<file path="src/rtl/fifo_stream_reader_if.sv">
// ---------------------------------------------------------------------------
// fifo_stream_reader_if
// Bundles the two buses seen by the fifo stream reader: the fifo read side
// (pop strobe, empty flag, head word) and the outgoing valid/ready stream.
//
// Signals:
//   fifo_empty      fifo empty flag                    (fifo   -> reader)
//   fifo_read_data  fifo head word, DATA_WIDTH bits    (fifo   -> reader)
//   fifo_read       pop strobe, one cycle per word     (reader -> fifo)
//   out_valid       out_data holds a valid word        (reader -> consumer)
//   out_data        stream word, DATA_WIDTH bits       (reader -> consumer)
//   out_ready       consumer accepts the word          (consumer -> reader)
//
// Modports:
//   master  the reader itself
//   slave   the environment (fifo plus downstream consumer)
// ---------------------------------------------------------------------------
interface fifo_stream_reader_if #(
    parameter int DATA_WIDTH = 8
);
    logic                  fifo_empty;
    logic [DATA_WIDTH-1:0] fifo_read_data;
    logic                  fifo_read;
    logic                  out_valid;
    logic [DATA_WIDTH-1:0] out_data;
    logic                  out_ready;

    modport master (
        input  fifo_empty,
        input  fifo_read_data,
        input  out_ready,
        output fifo_read,
        output out_valid,
        output out_data
    );

    modport slave (
        output fifo_empty,
        output fifo_read_data,
        output out_ready,
        input  fifo_read,
        input  out_valid,
        input  out_data
    );
endinterface

</file>
<file path="src/rtl/fifo_stream_reader.sv">
// ---------------------------------------------------------------------------
// fifo_stream_reader
// Read-side companion of the block-RAM fifo. Pops words through the fifo
// read/empty interface and presents them as a valid/ready stream. A small
// IDLE/SETTLE/READY state machine hides the RAM read latency and the
// write-to-empty settle time; a 2-entry skid buffer absorbs back-pressure.
//
// Ports:
//   clk          clock, all logic on the rising edge
//   reset_n      synchronous active-low reset
//   bus          fifo_stream_reader_if.master (fifo read side + stream side)
//   enable       1 = pops allowed; 0 = no new pops, buffered words drain
//   busy         1 while the skid buffer holds words or the FSM is not IDLE
//   count_clear  (FIFO_READER_COUNT_EN only) forces word_count to 0
//   word_count   (FIFO_READER_COUNT_EN only) transfers seen, wraps
//
// Configuration macro: FIFO_READER_COUNT_EN adds the transfer counter and
// the COUNT_WIDTH parameter. Without it the counter and its ports are absent.
// ---------------------------------------------------------------------------
module fifo_stream_reader #(
    parameter int DATA_WIDTH  = 8
`ifdef FIFO_READER_COUNT_EN
    ,
    parameter int COUNT_WIDTH = 32
`endif
) (
    input  logic                    clk,
    input  logic                    reset_n,
    fifo_stream_reader_if.master    bus,
    input  logic                    enable,
    output logic                    busy
`ifdef FIFO_READER_COUNT_EN
    ,
    input  logic                    count_clear,
    output logic [COUNT_WIDTH-1:0]  word_count
`endif
);

    typedef enum logic [1:0] {
        IDLE   = 2'd0,
        SETTLE = 2'd1,
        READY  = 2'd2
    } state_e;

    state_e                state_q, state_d;
    logic [1:0]            occ_q, occ_d;
    logic [DATA_WIDTH-1:0] skid0_q, skid0_d;
    logic [DATA_WIDTH-1:0] skid1_q, skid1_d;

    logic valid;
    logic transfer;
    logic room;
    logic pop;

    assign valid    = (occ_q != 2'd0);
    assign transfer = valid & bus.out_ready;
    // A full buffer still has room when its head leaves in the same cycle.
    assign room     = (occ_q != 2'd2) | transfer;
    // Gated with reset_n so no word is pulled out of the fifo and then
    // thrown away by a reset landing on the same edge.
    assign pop      = reset_n & (state_q == READY) & ~bus.fifo_empty & enable & room;

    assign bus.fifo_read = pop;
    assign bus.out_valid = valid;
    assign bus.out_data  = skid0_q;
    assign busy          = valid | (state_q != IDLE);

    // Next-state logic for the pop sequencer and the skid buffer. Entry 0 is
    // always the oldest word; a transfer shifts entry 1 down, a pop fills the
    // first free slot (or the tail slot vacated by a simultaneous transfer).
    always_comb begin
        state_d = state_q;
        occ_d   = occ_q;
        skid0_d = skid0_q;
        skid1_d = skid1_q;

        unique case (state_q)
            IDLE:    if (!bus.fifo_empty) state_d = SETTLE;
            SETTLE:  state_d = bus.fifo_empty ? IDLE : READY;
            READY: begin
                if (bus.fifo_empty) begin
                    state_d = IDLE;
                end else if (pop) begin
                    state_d = SETTLE;
                end
            end
            default: state_d = IDLE;
        endcase

        if (pop && transfer) begin
            if (occ_q == 2'd2) begin
                skid0_d = skid1_q;
                skid1_d = bus.fifo_read_data;
            end else begin
                skid0_d = bus.fifo_read_data;
            end
        end else if (pop) begin
            if (occ_q == 2'd0) begin
                skid0_d = bus.fifo_read_data;
            end else begin
                skid1_d = bus.fifo_read_data;
            end
            occ_d = occ_q + 2'd1;
        end else if (transfer) begin
            skid0_d = skid1_q;
            occ_d   = occ_q - 2'd1;
        end
    end

    // State register for the sequencer and the skid buffer.
    always_ff @(posedge clk) begin
        if (!reset_n) begin
            state_q <= IDLE;
            occ_q   <= 2'd0;
            skid0_q <= '0;
            skid1_q <= '0;
        end else begin
            state_q <= state_d;
            occ_q   <= occ_d;
            skid0_q <= skid0_d;
            skid1_q <= skid1_d;
        end
    end

`ifdef FIFO_READER_COUNT_EN
    logic [COUNT_WIDTH-1:0] word_count_q;

    // Transfer counter; a clear wins over an increment in the same cycle.
    always_ff @(posedge clk) begin
        if (!reset_n || count_clear) begin
            word_count_q <= '0;
        end else if (transfer) begin
            word_count_q <= word_count_q + COUNT_WIDTH'(1);
        end
    end

    assign word_count = word_count_q;
`endif

endmodule

</file>
<file path="src/flat_wrapper.sv">
// flat-port wrapper written by rule: the top's interface ports become plain ports
module fifo_stream_reader_flat 
#(
    parameter int DATA_WIDTH  = 8

)
  (clk, reset_n, enable, busy, bus_fifo_empty, bus_fifo_read_data, bus_out_ready, bus_fifo_read, bus_out_valid, bus_out_data);
  fifo_stream_reader_if #(.DATA_WIDTH(DATA_WIDTH)) bus_i ();
  input  logic clk;
  input  logic reset_n;
  input  logic enable;
  output logic busy;
  input wire logic [$bits(bus_i.fifo_empty)-1:0] bus_fifo_empty;
  input wire logic [$bits(bus_i.fifo_read_data)-1:0] bus_fifo_read_data;
  input wire logic [$bits(bus_i.out_ready)-1:0] bus_out_ready;
  output wire logic [$bits(bus_i.fifo_read)-1:0] bus_fifo_read;
  output wire logic [$bits(bus_i.out_valid)-1:0] bus_out_valid;
  output wire logic [$bits(bus_i.out_data)-1:0] bus_out_data;
  assign bus_i.fifo_empty = bus_fifo_empty;
  assign bus_i.fifo_read_data = bus_fifo_read_data;
  assign bus_i.out_ready = bus_out_ready;
  assign bus_fifo_read = bus_i.fifo_read;
  assign bus_out_valid = bus_i.out_valid;
  assign bus_out_data = bus_i.out_data;
  fifo_stream_reader #(.DATA_WIDTH(DATA_WIDTH)) u_core (.clk(clk), .reset_n(reset_n), .bus(bus_i), .enable(enable), .busy(busy));
endmodule
</file>
<file path="config.mk">
export PLATFORM = sky130hd
export DESIGN_NAME = fifo_stream_reader_flat
export DESIGN_NICKNAME = d
export VERILOG_FILES = /design/src/rtl/fifo_stream_reader_if.sv /design/src/rtl/fifo_stream_reader.sv /design/src/flat_wrapper.sv
export SDC_FILE = /design/constraint.sdc
export NUM_CORES = 1
export LEC_CHECK = 0
export ABC_AREA = 1
export CAP_MARGIN = 30
export CORE_MARGIN = 1
export CORE_UTILIZATION = 43
export CTS_CLUSTER_SIZE = 30
export DETAILED_ROUTE_END_ITERATION = 6
export PLACE_DENSITY = 0.68
export RECOVER_POWER = 100
export SETUP_SLACK_MARGIN = 0.1
export SYNTH_ARGS = -nofsm -noshare
export SYNTH_HDL_FRONTEND = slang
export SYNTH_SLANG_ARGS = --single-unit
</file>
<file path="constraint.sdc">
create_clock -name clk -period 3 [get_ports clk]
set_input_delay 0.6 -clock clk [delete_from_list [all_inputs] [get_ports clk]]
set_output_delay 0.6 -clock clk [all_outputs]
set_load 0.02 [all_outputs]
</file>
==> summary.md <==
| Metric | Value |
|---|---|
| Largest fanout on the critical path | `6` |
| Drt wl/cell | `11.2 um` |
| Die Width | `54.4 um` |
| Clock latency at the later pin of the worst-skew pair | `300 ps` |
| Area taken by multi-input logic gates | `647 um^2` |
| Nets@finish | `221` |
| Most numerous cell in the Yosys netlist | `nor2_1` |
| Max-cap violations | `0` |
| Via count | `1211` |
| Row cnt | `18` |
| Met2 GRT Util | `34.1%` |
| TritonCTS sink count | `20` |
| Tightest Hold Check Type | `register to register` |
| Most Crowded Layer GR | `met2` |
| CP Data Required Time | `2400 ps` |
| Detail Placement HPWL | `2050 um` |
| Worst-margin pin slew | `426 ps` |
| Remaining global-route overflow | `0` |
| Period utilization | `94.7%` |
| Leakage | `0.662 nW` |
| CTS root buffer | `clkbuf_4` |
| RSZ-0062 raised after global routing | `no` |
| Worst Path Buf+Inv | `3` |
| Ys async rst share | `0%` |
| Critical path's slowest cell | `dlygate4sd3_1` |
| Pwr Density | `469 mW/mm^2` |
| Core area | `0.00254 mm^2` |
| Peak supply drop | `0.000359 V` |
| GR Layer Usage met1 | `28.4%` |
| Yosys top cell area share | `33.9%` |
| Post-synth EDFFs | `0` |
| Primary FF master, synth | `dfxtp_1` |
| Max-slew violation count | `0` |
| Ports | `24` |
| Cells along the critical path | `clkdlybuf4s50_1, nand2_1, nor2_2, nand3_4, inv_2, dlygate4sd3_1` |
| IO buf count | `23` |
| Post-placement cell count | `232` |
| Final GP Congestion | `0.960` |
| Largest net degree at the start of global routing | `18` |
| Initial antenna violation count | `0` |
| Hold_sp | `u_core.skid1_q[4]` |
| Area contributors post-synth | `dfxtp_1, nor2_1, nand2_1, a21oi_1, nand4_1` |
| FF-to-FF path depth | `12` |
| Endpoint of the worst hold path | `u_core.skid1_q[4]` |
| Mean Syn Cell Area | `6.53 um^2` |
| WL final | `2640 um` |
| Register area | `400 um^2` |
| CP Capture Type | `primary output` |
| Layout Skew | `3.29 ps` |
| Area leader, netlist | `dfxtp_1` |
| Synth cell types | `21` |
| Final setup viols | `0` |
| Fin. Hold Viols | `0` |
| F_max | `352 MHz` |
| Initial DRC Count | `38` |
| Finished Layout Cells | `236` |
| Critical register-to-register path endpoint | `u_core.skid1_q[2]` |
| Drt pass-1 iters | `4` |
| Post-synth top cells | `nor2_1, nand2_1, dfxtp_1` |
| Seq/Total Area, Yosys | `33.9%` |
| WHS Path Cells | `2` |
| Seq cells post-synth | `20` |
| TNS Setup | `0 ps` |
| Reg2reg start | `u_core.state_q[0]` |
| Post-Syn Nets | `195` |
| Layout cells sized above 1 | `9.22%` |
| GR Layer Usage met3 | `5.83%` |
| Die area | `0.00296 mm^2` |
| CTS clk-pin slew, worst paths | `110 ps` |
| First-pass GRT wire length | `4620 um` |
| GRT Overall Usage | `21.3%` |
| R2R Setup Slk | `690 ps` |
| Crit path arrival time | `2240 ps` |
| Htree depth | `1` |
| Die Span Y | `54.4 um` |
| CTS buffer count | `3` |
| Cell area after synthesis | `0.00118 mm^2` |
| Relative max-transition margin | `71.6%` |
| Critical path class | `input port to primary output` |
| CTS Buffer Depth | `2` |
| Startpoint class of the critical path | `input port` |
| Post-DR vias/cell | `5.13` |
| CP top delay family | `buffers and inverters` |
| Area delta synth->final | `23.8%` |
| Residual DRC count | `0` |
| Initial core utilization | `46.5%` |
| Fillers | `261` |
| Detail Route Antenna Nets | `0` |
| CTS tree | `done` |
| Syn Inst Count | `181` |
| Status | `finished, final reports clean` |
| Yosys warns | `0` |
| CP max stage delay | `690 ps` |
| Ant diodes | `0` |
| Vias in the first global route | `1074` |
| Min Tclk post-route | `2840 ps` |
==> logic make-up (layout without fill, tap and decap cells) <==
group                    count (synthesis)  in the layout  synth area share, %
XOR/XNOR                                 1              1                0.741
flip-flops                              20             20                 33.9
buffers and inverters                   28             53                 11.2
adder cells (fa/ha/maj)                  1              1                 1.06
AO/OA/AOI/OAI                           34             34                 14.7
AND/OR/NAND/NOR                         97             97                 38.4
==> repair_timing <==
item                       4_1_cts  5_1_grt
setup endpoints to repair        0        1
buffers inserted                 0        0
gates resized for setup          0        1
hold endpoints to repair         0        0
hold buffers                     0        0
==> worst max-delay path by stage <==
stage                 start                     end  slack [ps]  depth (start not counted)
floorplan           reset_n  u_core.bus.out_data[6]         810                         13
global placement    reset_n       u_core.skid1_q[3]         150                         12
detailed placement  reset_n       u_core.skid1_q[2]          10                         12
CTS                 reset_n           bus_fifo_read         210                          6
global route        reset_n           bus_fifo_read          70                          6
finish              reset_n           bus_fifo_read         160                          6
==> cells in the final DEF, fill, tap and decap left out <==
master,count
o21ai_2,1
inv_1,17
a21oi_1,17
xnor2_1,1
buf_4,3
clkdlybuf4s50_1,12
nand3_2,1
clkbuf_8,1
inv_2,2
nand3_4,1
dlygate4sd3_1,11
clkinvlp_4,1
nor2_1,37
nand2_4,2
ha_1,1
nand2_2,2
clkinv_1,1
nand4_1,11
nand2_1,29
clkbuf_1,2
nor2_2,2
clkbuf_4,3
o21ai_0,12
o21ai_1,4
dfxtp_1,20
nand3_1,12
==> metrics by stage <==
stage                     setup slack [ps]  utilization (%)  power (mW)  hold WS, ps  area (um^2)
after detailed placement              13.2             56.3       0.549          476         1430
after floorplan                        814                -       0.464          451         1180
after global placement                 153             56.3       0.545          470         1430
after global routing                  74.3             57.5       0.730          519         1460
after CTS                              213             57.8       0.704          495         1470
final                                  158             57.5       0.686          492         1460
==> registers in the layout (all words and copies together), names as in the netlist <==
name	count
u_core.bus.out_data	8
u_core.occ_q	2
u_core.skid1_q	8
u_core.state_q	2
==> worst reg2reg max path: stages, from the launching register on <==
cell and delay, ps:
dfxtp_1 330, inv_1 90, nand2_1 80, nor2_2 150, nand3_4 130, inv_2 120, clkbuf_1 220, ha_1 270
clkinvlp_4 300, nand2_4 220, nand2_2 130, nand2_1 110, a21oi_1 70
==> where the power goes <==
group	total (mW)	switching, mW	internal, mW
clock network	0.155	0.0812	0.0740
logic	0.227	0.137	0.0902
registers	0.304	0.0140	0.290
==> layer usage <==
metal  vias up  routed length [um]
met5         -                   0
met4         0                   0
met3         0                 121
met2        37                1190
met1       534                1330
li1        640                   -
==> final cells by class <==
type	count	area share [%]
sequential	20	27.4
inverter	21	5.64
timing repair buffer	28	17.8
multi-input combinational	133	44.2
clock buffer	4	2.48
tap	30	2.56
Note: power is estimated with default switching activity, not from simulation.
==> RTL edit: new RTL, same settings <==
Re-encode `state_e` (3 states) as one-hot, 3 bits wide.
--- a/src/rtl/fifo_stream_reader.sv
+++ b/src/rtl/fifo_stream_reader.sv
@@ -36,10 +36,10 @@
 `endif
 );
 
-    typedef enum logic [1:0] {
-        IDLE   = 2'd0,
-        SETTLE = 2'd1,
-        READY  = 2'd2
+    typedef enum logic [2:0] {
+        IDLE   = 3'b001,
+        SETTLE = 3'b010,
+        READY  = 3'b100
     } state_e;
 
     state_e                state_q, state_d;
Function: same outputs for any inputs over 10 cycles, from zero or initial values and one cycle with reset_n low; not proved beyond that.
==> RTL edit against the original RTL <==
Synthesized cell count up 5.5%; clock power down 8%; power down 5.2%; sequential cell count up 1; via count up 3.7%; area after synthesis up 0.42%; count of clock-buffer cells in the layout down 1; setup slack better by 0.055 ns; non-clock buffer count down 2; design area unchanged; wire length up 2.2%; final cell count up 3.8%; largest power group unchanged.
==> RTL edit: results <==
metrics = {
    "pwr": {
        "power.leakage_nw": 0.698,
        "pg_clk_mw": 0.142,
        "power_mw": 0.651,
        "intPower_mw": 0.431,
        "max-vdd-ir-drop_v": 0.000270,
        "p_seq_share_pct": 48.6,
    },
    "finish": {
        "nFillCells": 264,
        "areaGrowthSynthToFinish_pct": 23.3,
        "fin_nets": 230,
    },
    "setup_path": {
        "reg2regPathDepth": 13,
        "crit_path_top_delay_cell": "dlygate4sd3_1",
        "crit_arrival_ns": 2.19,
        "rrSetupSlack_ns": 0.73,
        "worstReg2RegStart": "u_core.state_q[0]$_SDFFE_PN1P_",
        "end_kind": "output pin",
        "critPathLaunch": "bus_fifo_empty",
    },
    "grt": {
        "gr-usage-met1_pct": 28.6,
        "grt.met3_usage_pct": 2.50,
        "grt_usage_pct": 20.3,
        "grt_pass1_wl_um": 4350,
        "grt_pass1_vias": 1007,
        "groute.layer.met2.usage_pct": 31.3,
    },
    "sta": {
        "fin_skew_ns": 0.0117,
        "hold_ws_ns": 0.519,
        "layout_setup_ws_ns": 0.213,
        "worst_pin_slew_ns": 0.533,
    },
    "synthesis": {
        "synthTopCellsByArea": "dfxtp_1 (35%), nor2_1 (17%), nand2_1 (9.2%), o21ai_0 (8.9%), inv_1 (5.7%)",
        "syn_inst": 191,
        "seq_area_frac_synth_pct": 35.4,
        "synth_cell_type_count": 23,
    },
    "routing": {
        "drtIter0Drc": 40,
        "via_count": 1256,
        "wl_per_cell_um": 11.0,
        "dr_wl_met2_um": 1130,
        "drt-met1-wl_um": 1380,
        "highest_layer": "met4",
        "wirelength_um": 2690,
    },
    "placed_design": {
        "dp_cells": 241,
        "gp_congestion": 0.828,
        "dp_hpwl_um": 2030,
        "place_worst_setup_slack_ns": 0.156,
    },
    "cts": {
        "cts_resized": 0,
    },
    "outcome": {
        "status": "complete, no violations",
    },
}
## RTL edit: changes by cell type after synthesis, moves of 2 or more
cell,before,now
a21oi_1,17,9
buf_6,3,1
nand4_1,11,2
nor2_1,37,54
nor2_2,2,0
nor3_1,0,2
o21ai_0,12,21
## RTL edit: final cells by class
type                            count  share of cell area [%]
Clock buffer                        3                    1.54
Clock inverter                      1                   0.342
Inverter                           23                    6.24
Multi-Input combinational cell    141                    43.6
Sequential cell                    21                    28.7
Tap cell                           30                    2.56
Timing Repair Buffer               26                    17.0
## RTL edit: kinds of logic (layout without fill, tap and decap cells)
group / Yosys count / after routing / synth area share [%]
buf+inv: 29 / 53 / 10.6
flops: 21 / 21 / 35.4
simple gates: 105 / 105 / 37.8
xor+xnor: 1 / 1 / 0.738
fa+ha+maj: 1 / 1 / 1.05
compound gates: 34 / 34 / 14.3
